`src/rtl/pipe_hazard_ctrl_if.sv`:
```
// Signal bundle between the pipeline hazard controller and the datapath.
// The datapath side (master) drives the decode/execute/memory status inputs.
`timescale 1ns/1ps
interface pipe_hazard_ctrl_if #(
  parameter int unsigned CNT_W = 32
);
  logic [4:0]       D_rs;
  logic [4:0]       D_rt;
  logic [1:0]       D_tuse_rs;
  logic [1:0]       D_tuse_rt;
  logic             D_is_md;
  logic [4:0]       E_wa;
  logic [1:0]       E_tnew;
  logic [4:0]       M_wa;
  logic [1:0]       M_tnew;
  logic             E_md_start;
  logic             E_md_div;
  logic             pc_we;
  logic             D_we;
  logic             E_clr;
  logic             md_busy;
  logic             md_done;
  logic             md_err;
  logic [CNT_W-1:0] stall_cnt;

  modport master (
    output D_rs, D_rt, D_tuse_rs, D_tuse_rt, D_is_md,
    output E_wa, E_tnew, M_wa, M_tnew, E_md_start, E_md_div,
    input  pc_we, D_we, E_clr, md_busy, md_done, md_err, stall_cnt
  );

  modport slave (
    input  D_rs, D_rt, D_tuse_rs, D_tuse_rt, D_is_md,
    input  E_wa, E_tnew, M_wa, M_tnew, E_md_start, E_md_div,
    output pc_we, D_we, E_clr, md_busy, md_done, md_err, stall_cnt
  );
endinterface

```
`src/rtl/pipe_hazard_ctrl.sv`:
```
// Hazard/stall controller for the 5-stage MIPS pipeline: data-hazard and
// mult/div stalls, mult/div busy countdown, saturating stall-cycle counter.
`timescale 1ns/1ps
module pipe_hazard_ctrl #(
  parameter int unsigned MULT_CYC = 5,
  parameter int unsigned DIV_CYC  = 10,
  parameter int unsigned CNT_W    = 32
) (
  input logic               clk,
  input logic               reset,
  pipe_hazard_ctrl_if.slave hz
);
  localparam int unsigned MD_MAX = (MULT_CYC > DIV_CYC) ? MULT_CYC : DIV_CYC;
  localparam int unsigned MD_W   = $clog2(MD_MAX + 1);
  localparam logic [MD_W-1:0] MULT_LD = MD_W'(MULT_CYC);
  localparam logic [MD_W-1:0] DIV_LD  = MD_W'(DIV_CYC);
  localparam logic [MD_W-1:0] MD_ONE  = MD_W'(1);

  logic [MD_W-1:0]  md_cnt;
  logic             md_err_q;
  logic [CNT_W-1:0] stall_cnt_q;
  logic             md_busy;
  logic             stall_rs;
  logic             stall_rt;
  logic             stall_md;
  logic             stall;

  assign md_busy = (md_cnt != '0);

  // A producer only blocks D when its result arrives later than D needs it.
  always_comb begin
    stall_rs = (hz.D_rs != '0) &&
               (((hz.E_wa == hz.D_rs) && (hz.E_tnew > hz.D_tuse_rs)) ||
                ((hz.M_wa == hz.D_rs) && (hz.M_tnew > hz.D_tuse_rs)));
    stall_rt = (hz.D_rt != '0) &&
               (((hz.E_wa == hz.D_rt) && (hz.E_tnew > hz.D_tuse_rt)) ||
                ((hz.M_wa == hz.D_rt) && (hz.M_tnew > hz.D_tuse_rt)));
    stall_md = hz.D_is_md && (md_busy || hz.E_md_start);
    stall    = stall_rs || stall_rt || stall_md;
  end

  // A start while the unit is busy is dropped and flagged; the running op finishes.
  always_ff @(posedge clk or posedge reset) begin
    if (reset) begin
      md_cnt   <= '0;
      md_err_q <= 1'b0;
    end else begin
      if (hz.E_md_start && !md_busy) begin
        md_cnt <= hz.E_md_div ? DIV_LD : MULT_LD;
      end else if (md_busy) begin
        md_cnt <= md_cnt - MD_ONE;
      end
      if (hz.E_md_start && md_busy) begin
        md_err_q <= 1'b1;
      end
    end
  end

  always_ff @(posedge clk or posedge reset) begin
    if (reset) begin
      stall_cnt_q <= '0;
    end else if (stall && (stall_cnt_q != '1)) begin
      stall_cnt_q <= stall_cnt_q + CNT_W'(1);
    end
  end

  assign hz.pc_we     = ~stall;
  assign hz.D_we      = ~stall;
  assign hz.E_clr     = stall;
  assign hz.md_busy   = md_busy;
  assign hz.md_done   = (md_cnt == MD_ONE);
  assign hz.md_err    = md_err_q;
  assign hz.stall_cnt = stall_cnt_q;
endmodule

```
`src/flat_wrapper.sv`:
```
// flat-port wrapper written by rule: the top's interface ports become plain ports
module pipe_hazard_ctrl_flat 
#(
  parameter int unsigned MULT_CYC = 5,
  parameter int unsigned DIV_CYC  = 10,
  parameter int unsigned CNT_W    = 32
)
  (clk, reset, hz_D_rs, hz_D_rt, hz_D_tuse_rs, hz_D_tuse_rt, hz_D_is_md, hz_E_wa, hz_E_tnew, hz_M_wa, hz_M_tnew, hz_E_md_start, hz_E_md_div, hz_pc_we, hz_D_we, hz_E_clr, hz_md_busy, hz_md_done, hz_md_err, hz_stall_cnt);
  pipe_hazard_ctrl_if #(.CNT_W(CNT_W)) hz_i ();
  input logic clk;
  input logic reset;
  input wire logic [$bits(hz_i.D_rs)-1:0] hz_D_rs;
  input wire logic [$bits(hz_i.D_rt)-1:0] hz_D_rt;
  input wire logic [$bits(hz_i.D_tuse_rs)-1:0] hz_D_tuse_rs;
  input wire logic [$bits(hz_i.D_tuse_rt)-1:0] hz_D_tuse_rt;
  input wire logic [$bits(hz_i.D_is_md)-1:0] hz_D_is_md;
  input wire logic [$bits(hz_i.E_wa)-1:0] hz_E_wa;
  input wire logic [$bits(hz_i.E_tnew)-1:0] hz_E_tnew;
  input wire logic [$bits(hz_i.M_wa)-1:0] hz_M_wa;
  input wire logic [$bits(hz_i.M_tnew)-1:0] hz_M_tnew;
  input wire logic [$bits(hz_i.E_md_start)-1:0] hz_E_md_start;
  input wire logic [$bits(hz_i.E_md_div)-1:0] hz_E_md_div;
  output wire logic [$bits(hz_i.pc_we)-1:0] hz_pc_we;
  output wire logic [$bits(hz_i.D_we)-1:0] hz_D_we;
  output wire logic [$bits(hz_i.E_clr)-1:0] hz_E_clr;
  output wire logic [$bits(hz_i.md_busy)-1:0] hz_md_busy;
  output wire logic [$bits(hz_i.md_done)-1:0] hz_md_done;
  output wire logic [$bits(hz_i.md_err)-1:0] hz_md_err;
  output wire logic [$bits(hz_i.stall_cnt)-1:0] hz_stall_cnt;
  assign hz_i.D_rs = hz_D_rs;
  assign hz_i.D_rt = hz_D_rt;
  assign hz_i.D_tuse_rs = hz_D_tuse_rs;
  assign hz_i.D_tuse_rt = hz_D_tuse_rt;
  assign hz_i.D_is_md = hz_D_is_md;
  assign hz_i.E_wa = hz_E_wa;
  assign hz_i.E_tnew = hz_E_tnew;
  assign hz_i.M_wa = hz_M_wa;
  assign hz_i.M_tnew = hz_M_tnew;
  assign hz_i.E_md_start = hz_E_md_start;
  assign hz_i.E_md_div = hz_E_md_div;
  assign hz_pc_we = hz_i.pc_we;
  assign hz_D_we = hz_i.D_we;
  assign hz_E_clr = hz_i.E_clr;
  assign hz_md_busy = hz_i.md_busy;
  assign hz_md_done = hz_i.md_done;
  assign hz_md_err = hz_i.md_err;
  assign hz_stall_cnt = hz_i.stall_cnt;
  pipe_hazard_ctrl #(.MULT_CYC(MULT_CYC), .DIV_CYC(DIV_CYC), .CNT_W(CNT_W)) u_core (.clk(clk), .reset(reset), .hz(hz_i));
endmodule
```
`config.mk`:
```
export PLATFORM = sky130hd
export DESIGN_NAME = pipe_hazard_ctrl_flat
export DESIGN_NICKNAME = d
export VERILOG_FILES = /design/src/rtl/pipe_hazard_ctrl_if.sv /design/src/rtl/pipe_hazard_ctrl.sv /design/src/flat_wrapper.sv
export SDC_FILE = /design/constraint.sdc
export NUM_CORES = 1
export LEC_CHECK = 0
export ABC_AREA = 0
export CORE_MARGIN = 10
export CORE_UTILIZATION = 30
export DETAILED_ROUTE_END_ITERATION = 12
export PLACE_DENSITY = 0.62
export SLEW_MARGIN = 20
export SYNTH_ARGS = -nofsm -noshare
export SYNTH_HDL_FRONTEND = slang
export SYNTH_SLANG_ARGS = --single-unit
```
`constraint.sdc`:
```
create_clock -name clk -period 2.4 [get_ports clk]
set_input_delay 0.24 -clock clk [delete_from_list [all_inputs] [get_ports clk]]
set_output_delay 0.24 -clock clk [all_outputs]
set_load 0.02 [all_outputs]
```
==> metrics.md <==
| Metric | Value |
|---|---|
| Iteration-0 DRC Markers | 60 |
| CTS max path bufs | 2 |
| Critical Setup Path Class | input pin to flop |
| Hold Buf Count CTS | 0 |
| Worst Path Arrival | 2.44 ns |
| Cell area after layout | 0.003323 mm2 |
| Main flop type after synthesis | dfrtp_1 |
| CTS tree | built |
| Max VDD drop | 0.3829 mV |
| Pin count of the biggest net entering global routing | 38 |
| Post-synth top cells | xnor2_1, dfrtp_1, nand4_1 |
| Syn Nets | 278 |
| Buffers on Ports | 70 |
| EDFF count, synth | 0 |
| Grt total ovfl | 0 |
| Clk pin slew, worst setup/hold paths | 0.07 ns |
| Crit. End Element | flop |
| Post-route ant nets | 0 |
| Slew Viols, Final | 0 |
| Die ar. | 0.01162 mm2 |
| Asr flop ratio synth | 1.000 |
| Status | finished clean |
| Rel. slew slack | 0.6836 |
| Crit path launch type | input pin |
| Synthesized instance count | 233 |
| Number of iterations in the first detailed-routing pass | 4 |
| Nets | 366 |
| Height of the die | 107.8 um |
| Most common cell in the synthesized netlist | xnor2_1 |
| Fill cells | 740 |
| Avg Synthesized Cell Area | 9.929 um2 |
| Static leakage | 1.385 nW |
| Clk sinks | 37 |
| Synthesized area | 0.002313 mm2 |
| Final Hold Fails | 0 |
| Synth cell types | 34 |
| Root Buffer | clkbuf_8 |
| Vias in the first global route | 2,039 |
| Routability Congestion | 0.8495 |
| Slew @ Worst Pin | 0.4746 ns |
| Multi-input gate area | 0.001309 mm2 |
| Final setup fails | 0 |
| Setup TNS | 0 ns |
| N_diodes | 0 |
| Die W | 107.8 um |
| Area share of the leading cell type in the synthesized netlist | 0.4002 |
| CP Data Required Time | 2.57 ns |
| GR Util All Layers | 0.1059 |
| Final Cycle Share | 0.9472 |
| Sequential cell area | 925.9 um2 |
| Fmax | 439.9 MHz |
| Fin Clk Skew | 0.01097 ns |
| Area grow syn2layout | 43.65% |
| Max-Cap Viols | 0 |
| Power Density | 608.5 mW/mm2 |
| Initial Util | 0.3139 |
| Dpl cell area | 0.003209 mm2 |
| CTS Buf Count | 5 |
| Routed wire length | 6020 um |
| WL/cell | 14.30 um |
| Via/cell ratio | 4.606 |
| Area contributors post-synth | dfrtp_1, xnor2_1, ha_1 |
| Yosys warning total | 0 |
| Row count | 31 |
| Later-pin clock latency in the skew report | 0.29 ns |
| Hpwl dp | 4870 um |
| Wire length of the first global-routing pass | 10,130 um |
| Share of post-route cells with drive strength above 1 | 0.1304 |
| Post-synthesis sequential area ratio | 0.4002 |
| Initial antenna violation count | 0 |
| Fin crit period | 2.273 ns |
| I/O Pins | 71 |
| Synth area leader | dfrtp_1 |
| DRC viols | 0 |
| Vias | 1,939 |
| Crit-path max FO | 9 |
| Synth Register Bits | 37 |
| Placeable Area | 0.007370 mm2 |
| H-tree Lvls | 2 |
| Worst min-delay path category | input pin to async pin |
[worst max-delay path: stages]
cell	delay [ns]
clkdlybuf4s50_1	0.45
inv_1	0.05
ha_1	0.29
nor2b_1	0.14
o21ai_1	0.14
a2111oi_2	0.05
o22ai_1	0.22
nand3_2	0.14
buf_4	0.17
buf_4	0.16
nand2_2	0.07
mux2_2	0.33
[area by class of cell]
cell class,instances,area share
sequential,37,0.2786
inverter,12,0.01355
multi-input combinational,178,0.3938
tap,99,0.03727
clock inverter,2,0.004142
clock buffer,6,0.02485
timing repair buffer,87,0.2477
[worst paths after layout]
| path | cells past startpoint | startpoint | endpoint | slack (ns) |
|---|---|---|---|---|
| worst max-delay path | 12 | hz_D_tuse_rt[1] | u_core.hz.stall_cnt[1] | 0.13 |
| worst min-delay path | 3 | reset | u_core.hz.md_err | 0.36 |
| worst max register to register | 9 | u_core.md_cnt[0] | u_core.hz.stall_cnt[1] | 0.31 |
| worst min register to register | 1 | u_core.hz.md_err | u_core.hz.md_err | 0.46 |
| max in group asynchronous | 3 | reset | u_core.hz.stall_cnt[20] | 1.71 |
| min in group clk | 1 | u_core.hz.md_err | u_core.hz.md_err | 0.46 |
[sequential cells by signal, summed over array words and instances, names as in the netlist]
name / flops
u_core.md_cnt: 4
u_core.hz.md_err: 1
u_core.hz.stall_cnt: 32
[metrics by stage]
stage	utilization	worst slack, ns	hold slack, ns	cells	power (mW)
2_1_floorplan	-	0.3098	0.3569	233	1.246
3_3_place_gp	0.4355	-0.2724	0.4450	412	1.565
3_5_place_dp	0.4355	-0.2973	0.4461	412	1.579
4_1_cts	0.4503	0.002150	0.3789	421	2.044
5_1_grt	0.4509	-0.001742	0.4025	421	2.165
6_report	0.4509	0.1267	0.3564	421	2.022
[cells by family after synthesis]
group,after synthesis,share of synthesized area
AND/OR/NAND/NOR,96,0.2499
XOR/XNOR,52,0.1969
flip-flops,37,0.4002
buffers and inverters,18,0.04056
AO/OA/AOI/OAI,17,0.04273
adder cells (fa/ha/maj),12,0.06490
multiplexers,1,0.004867
[where the power goes]
group	total [mW]	leakage (nW)	switching, mW	internal, mW
sequential	0.825	0.490	0.108	0.716
combinational	0.736	0.844	0.373	0.362
clock	0.462	0.0512	0.229	0.233
[timing repair]
| action | CTS | global route |
|---|---|---|
| resized for setup | 10 | 7 |
| endpoints found under the hold margin | 0 | 0 |
| cloned | 0 | 0 |
| endpoints found under the setup margin | 3 | 28 |
| buffers inserted | 1 | 0 |
| pin swaps | 3 | 5 |
[routing by layer]
| metal | wire [um] | vias up | track usage |
|---|---|---|---|
| met2 | 2956 | 39 | 0.1700 |
| met1 | 2647 | 900 | 0.1342 |
| met5 | 0 | - | 0 |
| met3 | 334 | 4 | 0.03174 |
| met4 | 81 | 0 | 0.02863 |
| li1 | - | 996 | - |
[cells in the final DEF, fill, tap and decap left out, drive strengths merged, types with 4 or more instances in the layout]
master / instances
nor3: 4
a21oi: 8
xor2: 7
dfrtp: 37
and3: 12
nor2: 9
ha: 12
nor4: 4
clkbuf: 6
buf: 19
nand3: 16
inv: 12
nand2: 16
nand4: 19
and4: 6
xnor2: 45
clkdlybuf4s50: 67
and2: 5
No activity file was read; power rests on OpenSTA's default activity.
